--- config.mk ---
export PLATFORM = sky130hd
export DESIGN_NAME = vdp_super_res_writer_flat
export DESIGN_NICKNAME = d
export VERILOG_FILES = /design/src/rtl/vdp_super_res_writer_pkg.sv /design/src/rtl/vdp_super_res_writer_if.sv /design/src/rtl/vdp_super_res_writer_fifo.sv /design/src/rtl/vdp_super_res_writer.sv /design/src/flat_wrapper.sv
export SDC_FILE = /design/constraint.sdc
export NUM_CORES = 1
export LEC_CHECK = 0
export ABC_AREA = 1
export CAP_MARGIN = 20
export CORE_ASPECT_RATIO = 1.1
export CORE_MARGIN = 5
export CORE_UTILIZATION = 44
export CTS_CLUSTER_DIAMETER = 30
export DETAILED_ROUTE_END_ITERATION = 6
export HOLD_SLACK_MARGIN = 0.08
export PLACE_DENSITY_LB_ADDON = 0.3
export SYNTH_ARGS = -nofsm -noshare
export SYNTH_HDL_FRONTEND = slang
export SYNTH_SLANG_ARGS = --single-unit
--- constraint.sdc ---
create_clock -name clk -period 2.39 [get_ports clk]
set_input_delay 0.239 -clock clk [delete_from_list [all_inputs] [get_ports clk]]
set_output_delay 0.239 -clock clk [all_outputs]
set_load 0.03 [all_outputs]
--- src/rtl/vdp_super_res_writer_pkg.sv ---
// Shared types and constants for the super-res write path.
// Used by the writer top, its byte FIFO and the VRAM write-channel interface.
package super_res_write_pkg;

   localparam int WR_ADDR_W   = 20;
   localparam int VRAM_WORD_W = 18;

   typedef struct packed {
      logic [WR_ADDR_W-1:0] addr;
      logic [7:0]           data;
   } wr_entry_t;

   typedef enum logic [1:0] {
      IDLE,
      GATHER,
      REQ
   } wr_state_t;

   // One-hot byte enable for a byte lane within a 32-bit VRAM word
   function automatic logic [3:0] lane_be(input logic [1:0] lane);
      return 4'b0001 << lane;
   endfunction

   // Place a pixel byte on its lane of a 32-bit word, other lanes zero
   function automatic logic [31:0] lane_data(input logic [1:0] lane, input logic [7:0] data);
      return {24'd0, data} << {lane, 3'b000};
   endfunction

endpackage

--- src/rtl/vdp_super_res_writer_if.sv ---
// VRAM arbiter write channel used by the super-res writer.
// master = writer side (drives request), slave = arbiter side (drives ack).
interface vdp_super_res_writer_if;
   import super_res_write_pkg::*;

   logic                   vram_wr_req;
   logic [VRAM_WORD_W-1:0] vram_wr_addr;
   logic [31:0]            vram_wr_data;
   logic [3:0]             vram_wr_be;
   logic                   vram_wr_ack;

   modport master (
      output vram_wr_req,
      output vram_wr_addr,
      output vram_wr_data,
      output vram_wr_be,
      input  vram_wr_ack
   );

   modport slave (
      input  vram_wr_req,
      input  vram_wr_addr,
      input  vram_wr_data,
      input  vram_wr_be,
      output vram_wr_ack
   );

endinterface

--- src/rtl/vdp_super_res_writer_fifo.sv ---
// super_res_wr_fifo: small synchronous FIFO of {address, byte} entries.
// Flush wins over push and pop; full/empty are registered from the next count.
module super_res_wr_fifo
   import super_res_write_pkg::*;
#(
   parameter int FIFO_DEPTH = 8
)
(
   input  logic                        clk,
   input  logic                        reset,
   input  logic                        push,
   input  logic                        pop,
   input  logic                        flush,
   input  wr_entry_t                   push_entry,
   output wr_entry_t                   head,
   output logic                        full,
   output logic                        empty,
   output logic [$clog2(FIFO_DEPTH):0] count
);

   localparam int PTR_W = $clog2(FIFO_DEPTH);
   localparam int CNT_W = PTR_W + 1;

   wr_entry_t        mem [FIFO_DEPTH];
   logic [PTR_W-1:0] wr_ptr;
   logic [PTR_W-1:0] rd_ptr;
   logic             push_ok;
   logic             pop_ok;
   logic [CNT_W-1:0] count_next;

   assign push_ok = push && !full && !flush;
   assign pop_ok  = pop && !empty && !flush;
   assign head    = mem[rd_ptr];

   // Next occupancy, so full/empty can be registered alongside the count
   always_comb begin
      count_next = count;
      if (flush) begin
         count_next = '0;
      end else begin
         count_next = count + CNT_W'(push_ok) - CNT_W'(pop_ok);
      end
   end

   // Pointers, count and the registered full/empty flags
   always_ff @(posedge clk or posedge reset) begin
      if (reset) begin
         wr_ptr <= '0;
         rd_ptr <= '0;
         count  <= '0;
         full   <= 1'b0;
         empty  <= 1'b1;
      end else begin
         if (flush) begin
            wr_ptr <= '0;
            rd_ptr <= '0;
         end else begin
            if (push_ok) wr_ptr <= wr_ptr + PTR_W'(1);
            if (pop_ok)  rd_ptr <= rd_ptr + PTR_W'(1);
         end
         count <= count_next;
         full  <= (count_next == CNT_W'(FIFO_DEPTH));
         empty <= (count_next == '0);
      end
   end

   // Entry storage; no reset needed since empty gates every read
   always_ff @(posedge clk) begin
      if (push_ok) mem[wr_ptr] <= push_entry;
   end

endmodule

--- src/rtl/vdp_super_res_writer.sv ---
// vdp_super_res_writer: buffers CPU pixel bytes and commits them to 32-bit VRAM
// while the display fetcher is not using the bus.
// Optional byte coalescing into one word write: define SUPER_RES_WRITE_COALESCE_EN.
module vdp_super_res_writer
   import super_res_write_pkg::*;
#(
   parameter int FIFO_DEPTH = 8
)
(
   input  logic                  clk,
   input  logic                  reset,
   input  logic                  vdp_super,
   input  logic                  super_res_drawing,
   input  logic                  cpu_addr_load,
   input  logic [WR_ADDR_W-1:0]  cpu_addr,
   input  logic                  cpu_wr,
   input  logic [7:0]            cpu_data,
   input  logic                  overflow_clr,
   vdp_super_res_writer_if.master vram,
   output logic [WR_ADDR_W-1:0]  wr_pointer,
   output logic                  fifo_empty,
   output logic                  fifo_full,
   output logic                  overflow
);

   wr_state_t                   state;
   logic                        req_q;
   logic [VRAM_WORD_W-1:0]      addr_q;
   logic [31:0]                 data_q;
   logic [3:0]                  be_q;
   wr_entry_t                   head;
   wr_entry_t                   push_entry;
   logic                        q_full;
   logic                        q_empty;
   logic [$clog2(FIFO_DEPTH):0] q_count;
   logic                        push;
   logic                        pop;
   logic                        drop;
   logic [WR_ADDR_W-1:0]        base_addr;
   logic [1:0]                  head_lane;
   logic [VRAM_WORD_W-1:0]      head_word;

   // A load in the same cycle as a write redirects that byte to the new address
   assign base_addr  = cpu_addr_load ? cpu_addr : wr_pointer;
   assign push       = cpu_wr && vdp_super && !q_full;
   assign drop       = cpu_wr && vdp_super && q_full;
   assign push_entry = '{addr: base_addr, data: cpu_data};
   assign head_lane  = head.addr[1:0];
   assign head_word  = head.addr[WR_ADDR_W-1:2];

`ifdef SUPER_RES_WRITE_COALESCE_EN
   logic head_mergeable;
   assign head_mergeable = !q_empty && vdp_super && (head_word == addr_q) && !be_q[head_lane];

   // Pop the first byte unconditionally, then keep popping while the head fits the word
   always_comb begin
      pop = 1'b0;
      if (state == GATHER) pop = (be_q == 4'b0000) || head_mergeable;
   end
`else
   // Exactly one byte leaves the FIFO per request
   always_comb begin
      pop = 1'b0;
      if (state == GATHER) pop = 1'b1;
   end
`endif

   super_res_wr_fifo #(
      .FIFO_DEPTH (FIFO_DEPTH)
   ) u_fifo (
      .clk        (clk),
      .reset      (reset),
      .push       (push),
      .pop        (pop),
      .flush      (!vdp_super),
      .push_entry (push_entry),
      .head       (head),
      .full       (q_full),
      .empty      (q_empty),
      .count      (q_count)
   );

   // Auto-increment write pointer; only accepted writes advance it
   always_ff @(posedge clk or posedge reset) begin
      if (reset) begin
         wr_pointer <= '0;
      end else if (push) begin
         wr_pointer <= base_addr + WR_ADDR_W'(1);
      end else if (cpu_addr_load) begin
         wr_pointer <= cpu_addr;
      end
   end

   // Sticky overflow; a drop in the same cycle as a clear keeps it set
   always_ff @(posedge clk or posedge reset) begin
      if (reset) begin
         overflow <= 1'b0;
      end else if (drop) begin
         overflow <= 1'b1;
      end else if (overflow_clr) begin
         overflow <= 1'b0;
      end
   end

   // Write FSM: launch from IDLE only when the bus is free, form the word, hold until ack
   always_ff @(posedge clk or posedge reset) begin
      if (reset) begin
         state  <= IDLE;
         req_q  <= 1'b0;
         addr_q <= '0;
         data_q <= '0;
         be_q   <= '0;
      end else begin
         case (state)
            IDLE: begin
               if ((q_count != '0) && !super_res_drawing && vdp_super) begin
                  state <= GATHER;
`ifdef SUPER_RES_WRITE_COALESCE_EN
                  be_q   <= '0;
                  data_q <= '0;
`endif
               end
            end
            GATHER: begin
`ifdef SUPER_RES_WRITE_COALESCE_EN
               if (be_q == 4'b0000) begin
                  addr_q <= head_word;
                  be_q   <= lane_be(head_lane);
                  data_q <= lane_data(head_lane, head.data);
               end else if (head_mergeable) begin
                  be_q   <= be_q | lane_be(head_lane);
                  data_q <= data_q | lane_data(head_lane, head.data);
                  if ((be_q | lane_be(head_lane)) == 4'b1111) begin
                     state <= REQ;
                     req_q <= 1'b1;
                  end
               end else begin
                  state <= REQ;
                  req_q <= 1'b1;
               end
`else
               addr_q <= head_word;
               be_q   <= lane_be(head_lane);
               data_q <= lane_data(head_lane, head.data);
               state  <= REQ;
               req_q  <= 1'b1;
`endif
            end
            REQ: begin
               if (vram.vram_wr_ack) begin
                  state <= IDLE;
                  req_q <= 1'b0;
               end
            end
            default: begin
               state <= IDLE;
               req_q <= 1'b0;
            end
         endcase
      end
   end

   assign vram.vram_wr_req  = req_q;
   assign vram.vram_wr_addr = addr_q;
   assign vram.vram_wr_data = data_q;
   assign vram.vram_wr_be   = be_q;

   assign fifo_full  = q_full;
   assign fifo_empty = q_empty && (state == IDLE);

endmodule

--- src/flat_wrapper.sv ---
// flat-port wrapper written by rule: the top's interface ports become plain ports
module vdp_super_res_writer_flat import super_res_write_pkg::*;
#(
   parameter int FIFO_DEPTH = 8
)
  (clk, reset, vdp_super, super_res_drawing, cpu_addr_load, cpu_addr, cpu_wr, cpu_data, overflow_clr, wr_pointer, fifo_empty, fifo_full, overflow, vram_vram_wr_req, vram_vram_wr_addr, vram_vram_wr_data, vram_vram_wr_be, vram_vram_wr_ack);
  vdp_super_res_writer_if vram_i ();
  input  logic clk;
  input  logic reset;
  input  logic vdp_super;
  input  logic super_res_drawing;
  input  logic cpu_addr_load;
  input  logic [WR_ADDR_W-1:0] cpu_addr;
  input  logic cpu_wr;
  input  logic [7:0] cpu_data;
  input  logic overflow_clr;
  output logic [WR_ADDR_W-1:0] wr_pointer;
  output logic fifo_empty;
  output logic fifo_full;
  output logic overflow;
  output wire logic [$bits(vram_i.vram_wr_req)-1:0] vram_vram_wr_req;
  output wire logic [$bits(vram_i.vram_wr_addr)-1:0] vram_vram_wr_addr;
  output wire logic [$bits(vram_i.vram_wr_data)-1:0] vram_vram_wr_data;
  output wire logic [$bits(vram_i.vram_wr_be)-1:0] vram_vram_wr_be;
  input wire logic [$bits(vram_i.vram_wr_ack)-1:0] vram_vram_wr_ack;
  assign vram_vram_wr_req = vram_i.vram_wr_req;
  assign vram_vram_wr_addr = vram_i.vram_wr_addr;
  assign vram_vram_wr_data = vram_i.vram_wr_data;
  assign vram_vram_wr_be = vram_i.vram_wr_be;
  assign vram_i.vram_wr_ack = vram_vram_wr_ack;
  vdp_super_res_writer #(.FIFO_DEPTH(FIFO_DEPTH)) u_core (.clk(clk), .reset(reset), .vdp_super(vdp_super), .super_res_drawing(super_res_drawing), .cpu_addr_load(cpu_addr_load), .cpu_addr(cpu_addr), .cpu_wr(cpu_wr), .cpu_data(cpu_data), .overflow_clr(overflow_clr), .vram(vram_i), .wr_pointer(wr_pointer), .fifo_empty(fifo_empty), .fifo_full(fifo_full), .overflow(overflow));
endmodule
==> results.ini <==
[cells_and_area]
final_nets=1405
final_util=0.575
area_delta_synth_final_pct=28.3
finalInstanceArea_um2=17100
stdcell_count=1781
diodes=0
fill_cells=2410
layout_common_cells=nand2_1, edfxtp_1, nor2_1, o21ai_0, clkdlybuf4s50_1
layout-drive-gt1-share=0.158
final_common_cell=nand2_1

[worst_setup_path]
critPathArrivalTime_ns=2.64
worstPathRequired_ns=2.84
cp-end-kind=flop
crit_type=reg2reg
r2r_setup_slack_ns=0.19
worstPathMaxFanout=3
start_kind=flop

[logic_synthesis]
syn_area_um2=13300
synth_fa_ha_area_frac=0.00901
synth_compound_area_frac=0.0763
yosysWarnings=0
synth_nets=1250
yosys.area_share.simple=0.186
yosysUniqueCellTypes=40
synth_xor_area_frac=0.00592
ys_seq_area_frac=0.674
synth_top_family_by_area=simple AND/OR/NAND/NOR gates
synthCells=1205
synthMuxAreaShare=0
ys_ff_latch=314
syn_avg_cell_area_um2=11.1

[detailed_routing]
antenna_left=0
via_count=9256
routed_via_density=5.20
drc=0
wl_per_cell_um=17.7
wirelength_mm=31.6
drt_iter0_drc=606
first_pass_iters=5

[timing]
relSlewSlack=0.490
setup_viol=0
tightestPinTransition_ns=0.763
max_freq_ghz=0.455
fin_crit_ns=2.20
slew_viol_final=0
final_hold_viol_count=0
fin_skew_ns=0.0209
rsz0062_at_grt=false
fin_hold_ws_ns=0.172
fin_ws_ns=0.194
fin_crit_sh=0.919
fin_tns_setup_ns=0

[status]
status=finished, final reports clean

[power_and_ir_drop]
power.switching_mw=5.46
p_seq_frac=0.368
power_mw=18.7
pwr-share-clk=0.430
switching_share=0.292
ir_drop_mv=0.541
p_int_mw=13.2
pwr-share-comb=0.202
powerDensity_nw_per_um2=1090
p_leak_nw=6.85

[die]
die_w_um=176
ios=114
initial_utilization=0.448
die_area_um2=33900
core-area_um2=29700
die-height_um=193
rows=66

[grt]
grt_max_degree=78
antenna_found_initial=0
gr-usage-all-layers=0.186
first_global_vias=9313
grt_pass1_wl_mm=49.6
overflow=0

[place]
port_buffers=113
dp_hpwl_mm=19.0
globalplace.congestion=0.807
dp.cells=1677
dpl_worst_slack_ns=-0.0593
placed_cell_area_um2=15100

[clocking]
clk_path_buf_depth=3
root_buffer=clkbuf_16
cts_sinks=314
cts_tree=built
clk_pin_slew_worst_paths_ns=0.05
cts_setup_buffers=0
h-tree-depth=2
cts_inserted_buffers=55
clk_latency_ns=0.56

[min_path]
hold_class=in2async

[job]
maxCapViolations=0

-- cell families (layout without fill, tap and decap cells) --
family	after synthesis	in the layout
compound gates	173	173
xor+xnor	9	9
fa+ha+maj	9	9
buf+inv	136	338
flops	314	314
simple gates	564	564
-- power by group through the flow --
stage	sequential, mW	combinational (mW)	clock [mW]
after detailed placement	6.97	3.81	0
after CTS	6.88	3.83	8.16
after global placement	6.97	3.76	0
after floorplan	7.77	1.43	0
final	6.88	3.78	8.05
after global routing	6.95	4.11	8.45
-- flip-flops by register name (all words and copies together), names as in the netlist --
register                  flops
u_core.u_fifo.mem           224
u_core.vram.vram_wr_data     32
u_core.u_fifo.rd_ptr          3
u_core.u_fifo.empty           1
u_core.wr_pointer            20
u_core.state                  2
u_core.u_fifo.count           4
u_core.u_fifo.full            1
u_core.vram.vram_wr_be        4
u_core.vram.vram_wr_addr     18
u_core.overflow               1
u_core.u_fifo.wr_ptr          3
u_core.vram.vram_wr_req       1
-- worst max-delay path, cell delays in order, from the launching register on --
cell and delay, ns:
dfstp_2 0.51, inv_1 0.06, nand2_1 0.12, nor2_2 0.05, ha_1 0.27, inv_1 0.04, ha_1 0.19, fa_1 0.44
nand2_1 0.07, inv_1 0.05, nor2_1 0.08, inv_1 0.05, nor3_1 0.18
-- per-layer routing --
metal,wire [um],track usage,up-vias
met5,0,0,-
met4,795,0.0618,0
met3,2070,0.0394,59
met2,15500,0.324,314
met1,13200,0.232,4420
li1,-,-,4463
-- worst paths after layout --
path | from | end | depth (start not counted)
worst max-delay path | u_core.u_fifo.empty | u_core.u_fifo.full | 12
max in group asynchronous | reset | u_core.wr_pointer[19] | 3
worst max register to register | u_core.u_fifo.empty | u_core.u_fifo.full | 12
min in group clk | overflow_clr | u_core.overflow | 2
worst min register to register | u_core.vram.vram_wr_addr[4] | u_core.vram.vram_wr_addr[4] | 2
worst min-delay path | reset | u_core.vram.vram_wr_be[2] | 2
-- synth_stat cells (all sizes together) --
cell | instances | area [um^2]
a2111oi | 1 | 8.76
a21oi | 4 | 20.0
a31oi | 1 | 6.26
buf | 39 | 284
clkbuf | 24 | 90.1
dfrtp | 89 | 2230
dfstp | 1 | 26.3
edfxtp | 224 | 6730
fa | 1 | 20.0
ha | 8 | 100
inv | 73 | 277
nand2 | 276 | 1140
nand3 | 56 | 300
nand4 | 22 | 144
nor2 | 202 | 841
nor3 | 6 | 40.0
o211ai | 12 | 90.1
o21ai | 129 | 668
o221ai | 24 | 210
o22ai | 2 | 12.5
or2 | 2 | 12.5
xnor2 | 1 | 8.76
xor2 | 8 | 70.1
-- cell type report --
type,instances,area (um^2),share of cell area
Inverter,73,280,0.0164
Sequential cell,314,8980,0.525
Multi-Input combinational cell,755,3720,0.218
Tap cell,374,468,0.0274
Clock buffer,69,1560,0.0915
Timing Repair Buffer,161,1670,0.0975
Clock inverter,35,408,0.0239
-- repair_timing --
action | CTS | global route
endpoints found under the setup margin | 0 | 1
hold buffers | 0 | 0
resized for setup | 0 | 1
Power figures use the tool's default switching activity.
